$ cat src/rtl/pool_pkg.sv
// pool_pkg: shared FSM state type and signed max helper for the max-pool sequencer
package pool_pkg;
  typedef enum logic [1:0] {IDLE, RUN, DRAIN, DONE} state_t;
  function automatic logic signed [63:0] max2(input logic signed [63:0] a, input logic signed [63:0] b);
    return (a > b) ? a : b;
  endfunction
endpackage

$ cat src/rtl/max4_signed.sv
// max4_signed: two-level signed compare tree over the four line-buffer taps
module max4_signed
  import pool_pkg::*;
#(
  parameter int DATA_WIDTH = 32
) (
  input  logic [DATA_WIDTH-1:0] tap0,
  input  logic [DATA_WIDTH-1:0] tap1,
  input  logic [DATA_WIDTH-1:0] tap2,
  input  logic [DATA_WIDTH-1:0] tap3,
  output logic [DATA_WIDTH-1:0] max_o
);
  logic signed [63:0] m01, m23;
  // pairwise maxima, then the final compare; taps are sign-extended into the helper's width
  always_comb begin
    m01 = max2(64'(signed'(tap0)), 64'(signed'(tap1)));
    m23 = max2(64'(signed'(tap2)), 64'(signed'(tap3)));
    max_o = DATA_WIDTH'(max2(m01, m23));
  end
endmodule

$ cat src/rtl/maxpool_ctrl.sv
// maxpool_ctrl: 2x2 stride-2 max-pool sequencer; define MAXPOOL_RELU_EN to clamp negative results to 0
module maxpool_ctrl
  import pool_pkg::*;
#(
  parameter int DATA_WIDTH = 32,
  parameter int WIDTH      = 5,
  parameter int HEIGHT     = 5,
  parameter int CW         = $clog2(WIDTH),
  parameter int RW         = $clog2(HEIGHT)
) (
  input  logic                  clk,
  input  logic                  rst,
  input  logic                  start,
  input  logic                  s_valid,
  output logic                  s_ready,
  output logic                  lb_shift,
  input  logic [DATA_WIDTH-1:0] tap0,
  input  logic [DATA_WIDTH-1:0] tap1,
  input  logic [DATA_WIDTH-1:0] tap2,
  input  logic [DATA_WIDTH-1:0] tap3,
  output logic [DATA_WIDTH-1:0] m_data,
  output logic                  m_valid,
  input  logic                  m_ready,
  output logic                  busy,
  output logic                  done,
  output logic [CW-1:0]         col,
  output logic [RW-1:0]         row
);
  state_t                state_q, state_d;
  logic [CW-1:0]         col_q, col_d;
  logic [RW-1:0]         row_q, row_d;
  logic                  cmp_pend_q, cmp_pend_d;
  logic                  m_valid_q, m_valid_d;
  logic [DATA_WIDTH-1:0] m_data_q, m_data_d;
  logic [DATA_WIDTH-1:0] mx, mx_r;
  logic                  stall, accept, last_col, last_row, load;

  max4_signed #(.DATA_WIDTH(DATA_WIDTH)) u_max (
    .tap0 (tap0),
    .tap1 (tap1),
    .tap2 (tap2),
    .tap3 (tap3),
    .max_o(mx)
  );

  // handshakes, raster counters, window pending flag, output slot and next state
  always_comb begin
    stall      = m_valid_q & ~m_ready;
    s_ready    = (state_q == RUN) & ~stall & ~(cmp_pend_q & stall);
    accept     = s_valid & s_ready;
    last_col   = col_q == CW'(WIDTH - 1);
    last_row   = row_q == RW'(HEIGHT - 1);
    load       = cmp_pend_q & ~stall;
`ifdef MAXPOOL_RELU_EN
    mx_r       = mx[DATA_WIDTH-1] ? '0 : mx;
`else
    mx_r       = mx;
`endif
    col_d      = (state_q == IDLE && start) ? '0 : accept ? (last_col ? '0 : col_q + 1'b1) : col_q;
    row_d      = (state_q == IDLE && start) ? '0 : (accept && last_col) ? (last_row ? '0 : row_q + 1'b1) : row_q;
    cmp_pend_d = (accept & col_q[0] & row_q[0]) | (cmp_pend_q & ~load);
    m_valid_d  = load | stall;
    m_data_d   = load ? mx_r : m_data_q;
    state_d    = (state_q == IDLE && start) ? RUN :
                 (accept && last_col && last_row) ? DRAIN :
                 (state_q == DRAIN && !cmp_pend_q && !m_valid_q) ? DONE :
                 (state_q == DONE) ? IDLE : state_q;
  end

  // state and datapath registers
  always_ff @(posedge clk) begin
    if (rst) begin
      state_q    <= IDLE;
      col_q      <= '0;
      row_q      <= '0;
      cmp_pend_q <= 1'b0;
      m_valid_q  <= 1'b0;
      m_data_q   <= '0;
    end else begin
      state_q    <= state_d;
      col_q      <= col_d;
      row_q      <= row_d;
      cmp_pend_q <= cmp_pend_d;
      m_valid_q  <= m_valid_d;
      m_data_q   <= m_data_d;
    end
  end

  assign lb_shift = accept;
  assign m_data   = m_data_q;
  assign m_valid  = m_valid_q;
  assign busy     = state_q != IDLE;
  assign done     = state_q == DONE;
  assign col      = col_q;
  assign row      = row_q;
endmodule

$ cat config.mk
export PLATFORM = sky130hd
export DESIGN_NAME = maxpool_ctrl
export DESIGN_NICKNAME = d
export VERILOG_FILES = /design/src/rtl/pool_pkg.sv /design/src/rtl/max4_signed.sv /design/src/rtl/maxpool_ctrl.sv
export SDC_FILE = /design/constraint.sdc
export NUM_CORES = 1
export LEC_CHECK = 0
export ABC_AREA = 1
export CELL_PAD_IN_SITES_DETAIL_PLACEMENT = 0
export CELL_PAD_IN_SITES_GLOBAL_PLACEMENT = 1
export CORE_UTILIZATION = 45
export CTS_CLUSTER_DIAMETER = 200
export DETAILED_ROUTE_END_ITERATION = 6
export DONT_BUFFER_PORTS = 1
export GPL_TIMING_DRIVEN = 0
export PLACE_DENSITY = 0.91
export REMOVE_ABC_BUFFERS = 1
export SYNTH_ARGS = -nofsm -noshare
export SYNTH_HDL_FRONTEND = slang
export SYNTH_SLANG_ARGS = --single-unit
$ cat constraint.sdc
create_clock -name clk -period 6.1 [get_ports clk]
set_input_delay 1.22 -clock clk [delete_from_list [all_inputs] [get_ports clk]]
set_output_delay 1.22 -clock clk [all_outputs]
set_load 0.03 [all_outputs]
==> metrics.cfg <==
[run_status]
status=finished, final reports clean

[power]
total_switching_power_mw=0.562
power-per-cell-area_nw_per_um2=223
power.switching_fraction_pct=42.5
combPwrFrac_pct=51.6
ir_drop_mv=0.144
p_seq_share_pct=21.0
leakage_nw=2.92
power_share_of_the_clock_group_pct=27.5
p_int_mw=0.760

[yosys]
synth.lib_cells_used.distinct=31
synth_edf_count=0
synth.yosys.seq_area_share_pct=14.7
syn-cell-area_um2=5700
synth.ff_latch_count=42
dominantRegCellSynth=dfxtp_1
synthCells=892
synth-async-reset-ratio_pct=0
post_synth.cell_area_avg_um2=6.39
ys_warn_count=0

[finish]
finish.utilization_pct=48.8
multi_input_comb_area_um2=4280
nNetsFinal=1094
antennaDiodeCount=0
regArea_um2=841
fillers=1335
post_route_cells_drive_above_1_share_pct=5.45
area_delta_synth_final_pct=4.19

[floorplan]
floorplan.rows=40
die_y_um=115
coreArea_um2=12200
chipWidth_um=115
io_pins=176
initial_utilization_pct=46.9
die_area_um2=13100

[place]
globalplace.congestion=0.811
port-buffer-count=0
hpwlAfterDp_um=12500

[timing]
slew_headroom_pct=20.2
report.final.slew_viol_count=0
tightest_slew_ns=1.20
maximum_clock_frequency_mhz=181
report.final.setup_viol=0
post-route-period-util_pct=90.4
clock_skew_ns=0.00573
grt_setup_unrepaired=false
fin_hold_ws_ns=0.497
layout_min_cycle_time_ns=5.52
timing_hold_violations_final=0

[route]
vias_per_cell=5.56
post_route_ant_nets=0
drc_errors=0
drt_pre_antenna_iters=5
detailroute.wirelength.met2_um=7820
drt_iter0_drc=325
postRouteWirelength_um=17300
maxUsedRoutingLayer=met4
vias=5728
route.detailed.wl_per_inst_um=16.8
drt-met1-wl_um=7620
wl_met3_um=1770

[setup_path]
timing.critical_path.slowest_stage_cell=a21oi_4
crit_path_start_kind=input port
worstPathRequired_ns=6.29
endpoint=m_data[4]
critical_path.top_delay_family=simple AND/OR/NAND/NOR gates
worst-r2r-cell-count=6
worst_path_most_repeated_cell=nand2_1
reg2reg_slack_ns=3.40
timing.critical_path.depth=22
worstPathBufferInverterCount=2
cp_cell_sequence=inv_1 > ha_1 > nand2_1 > nor2_1 > nand2_1 > nor2_1 > nand2_1 > nand3_4 > nand3_4 > nand2_1 > nand2_1 > ha_1 > nand2_1 > nor2_1 > nand2_1 > nor2_1 > a41oi_1 > a21oi_4 > buf_16 > nand3_1 > nand3_1 > a21oi_1
timing.rr.start=m_valid
timing.critical_path.from=tap1[31]
critical_path_arrival_ns=5.71
max_stage_delay_ns=0.50
setup.worst_path.end_class=flop
ff_to_ff_end=m_data[2]
timing_worst_setup_path_type=in2reg
worstPathMaxFanout=33

[clocking]
worst_skew_pair.late_latency_ns=0.30
tritoncts.num_buffers=5
cts_hold_buf=0
clk_pin_slew_worst_paths_ns=0.07
cts_max_path_bufs=2
cts_tree=done
cts_root_buf=clkbuf_16
clkSinkCount=42
htreeDepth=2

[grt]
gr-total-overflow=0
antenna_violations_before_repair=0
grt_start_max_net_pins=37
grt_first_pass_wirelength_um=27300
grt_pass1_vias=5448
grtUsageTotal_pct=26.7

[worst_hold_path]
hp-class=reg2reg

[run]
drv.max_cap_violation_count=0

layer usage:
layer	GRT usage, %	vias to the layer above
li1	-	2966
met1	34.7	2537
met2	44.9	219
met3	6.93	6
met4	4.85	0
met5	0	-
registers in the layout, indices dropped and copies added (netlist names):
register	count
m_valid	1
col	3
state_q	2
row	3
m_data	32
cmp_pend_q	1
worst min-delay path: cells and delay by family, from the launching register on:
family	cells	cell delay (ns)
compound gates	1	0.06
flops	1	0.34
simple gates	1	0.07
how the worst min path moves through the flow:
| stage | start | endpoint | cells past startpoint |
|---|---|---|---|
| detailed placement | cmp_pend_q | cmp_pend_q | 2 |
| global route | cmp_pend_q | cmp_pend_q | 2 |
| CTS | cmp_pend_q | cmp_pend_q | 2 |
| floorplan | cmp_pend_q | cmp_pend_q | 2 |
| global placement | cmp_pend_q | cmp_pend_q | 2 |
| finish | cmp_pend_q | cmp_pend_q | 2 |
cells by family after synthesis:
group,count (synthesis),share of synthesized area (%)
simple gates,496,41.4
buf+inv,143,11.3
compound gates,111,10.6
fa+ha+maj,100,21.9
flops,42,14.7
cells in the final DEF, fill, tap and decap left out, types with 2 or more instances in the layout:
cell type	n
a21o_1	3
clkbuf_16	5
a21oi_1	82
nand4_1	70
o21ai_0	13
nand2_1	217
and2_1	32
inv_1	103
ha_1	100
nand3_1	105
nor3_1	2
o21a_1	5
nand3_4	4
dfxtp_1	42
nand2_4	2
nor2_1	36
nand2_2	24
bufinv_16	2
a21oi_2	2
metrics by stage:
step / instance area [um^2] / std cells / TNS (ns) / total power, mW / setup slack, ns
after floorplan: 5440 / 852 / 0 / 0.767 / 0.878
after global placement: 5650 / 1020 / -33.47 / 0.919 / -1.09
after detailed placement: 5700 / 1021 / -8.56 / 0.952 / -0.345
after CTS: 5900 / 1029 / 0 / 1.32 / 0.0227
after global routing: 5940 / 1030 / 0 / 1.44 / 0.158
final: 5940 / 1030 / 0 / 1.32 / 0.583
Yosys cell counts (2+ instances only):
cell	instances	area share, %
o21a_1	5	0.66
nand2_2	23	2.5
buf_6	6	1.2
a21oi_2	3	0.46
o21ai_0	13	1.1
inv_1	103	6.8
clkbuf_1	12	0.79
buf_4	2	0.26
nand3_2	3	0.53
nor2_1	37	2.4
nand4_1	70	7.7
nand2_1	219	14
a21o_1	3	0.39
dfxtp_1	42	15
and2_1	32	3.5
a21oi_1	82	7.2
nor3_1	2	0.18
buf_2	18	1.6
ha_1	100	22
buf_12	2	0.70
nand3_1	105	9.2
power groups by stage:
stage / combinational, mW / sequential (mW) / clock, mW
after detailed placement: 0.669 / 0.283 / 0
after CTS: 0.673 / 0.277 / 0.372
after floorplan: 0.483 / 0.283 / 0
after global routing: 0.777 / 0.277 / 0.381
final: 0.682 / 0.277 / 0.363
after global placement: 0.636 / 0.283 / 0
area by class of cell:
type,count,share of cell area (%)
well taps,168,3.54
multi-input cells,708,72.1
flip-flops and latches,42,14.2
clock inverters,3,1.16
inverters,103,6.51
clock buffers,5,2.11
repair buffers,1,0.463
timing repair:
action / CTS / global route
buffers inserted: 0 / 0
cloned: 0 / 1
setup endpoints to repair: 10 / 32
pin swaps: 1 / 2
resized for setup: 1 / 5
endpoints found under the hold margin: 0 / 0
(Power assumes the default switching activity.)
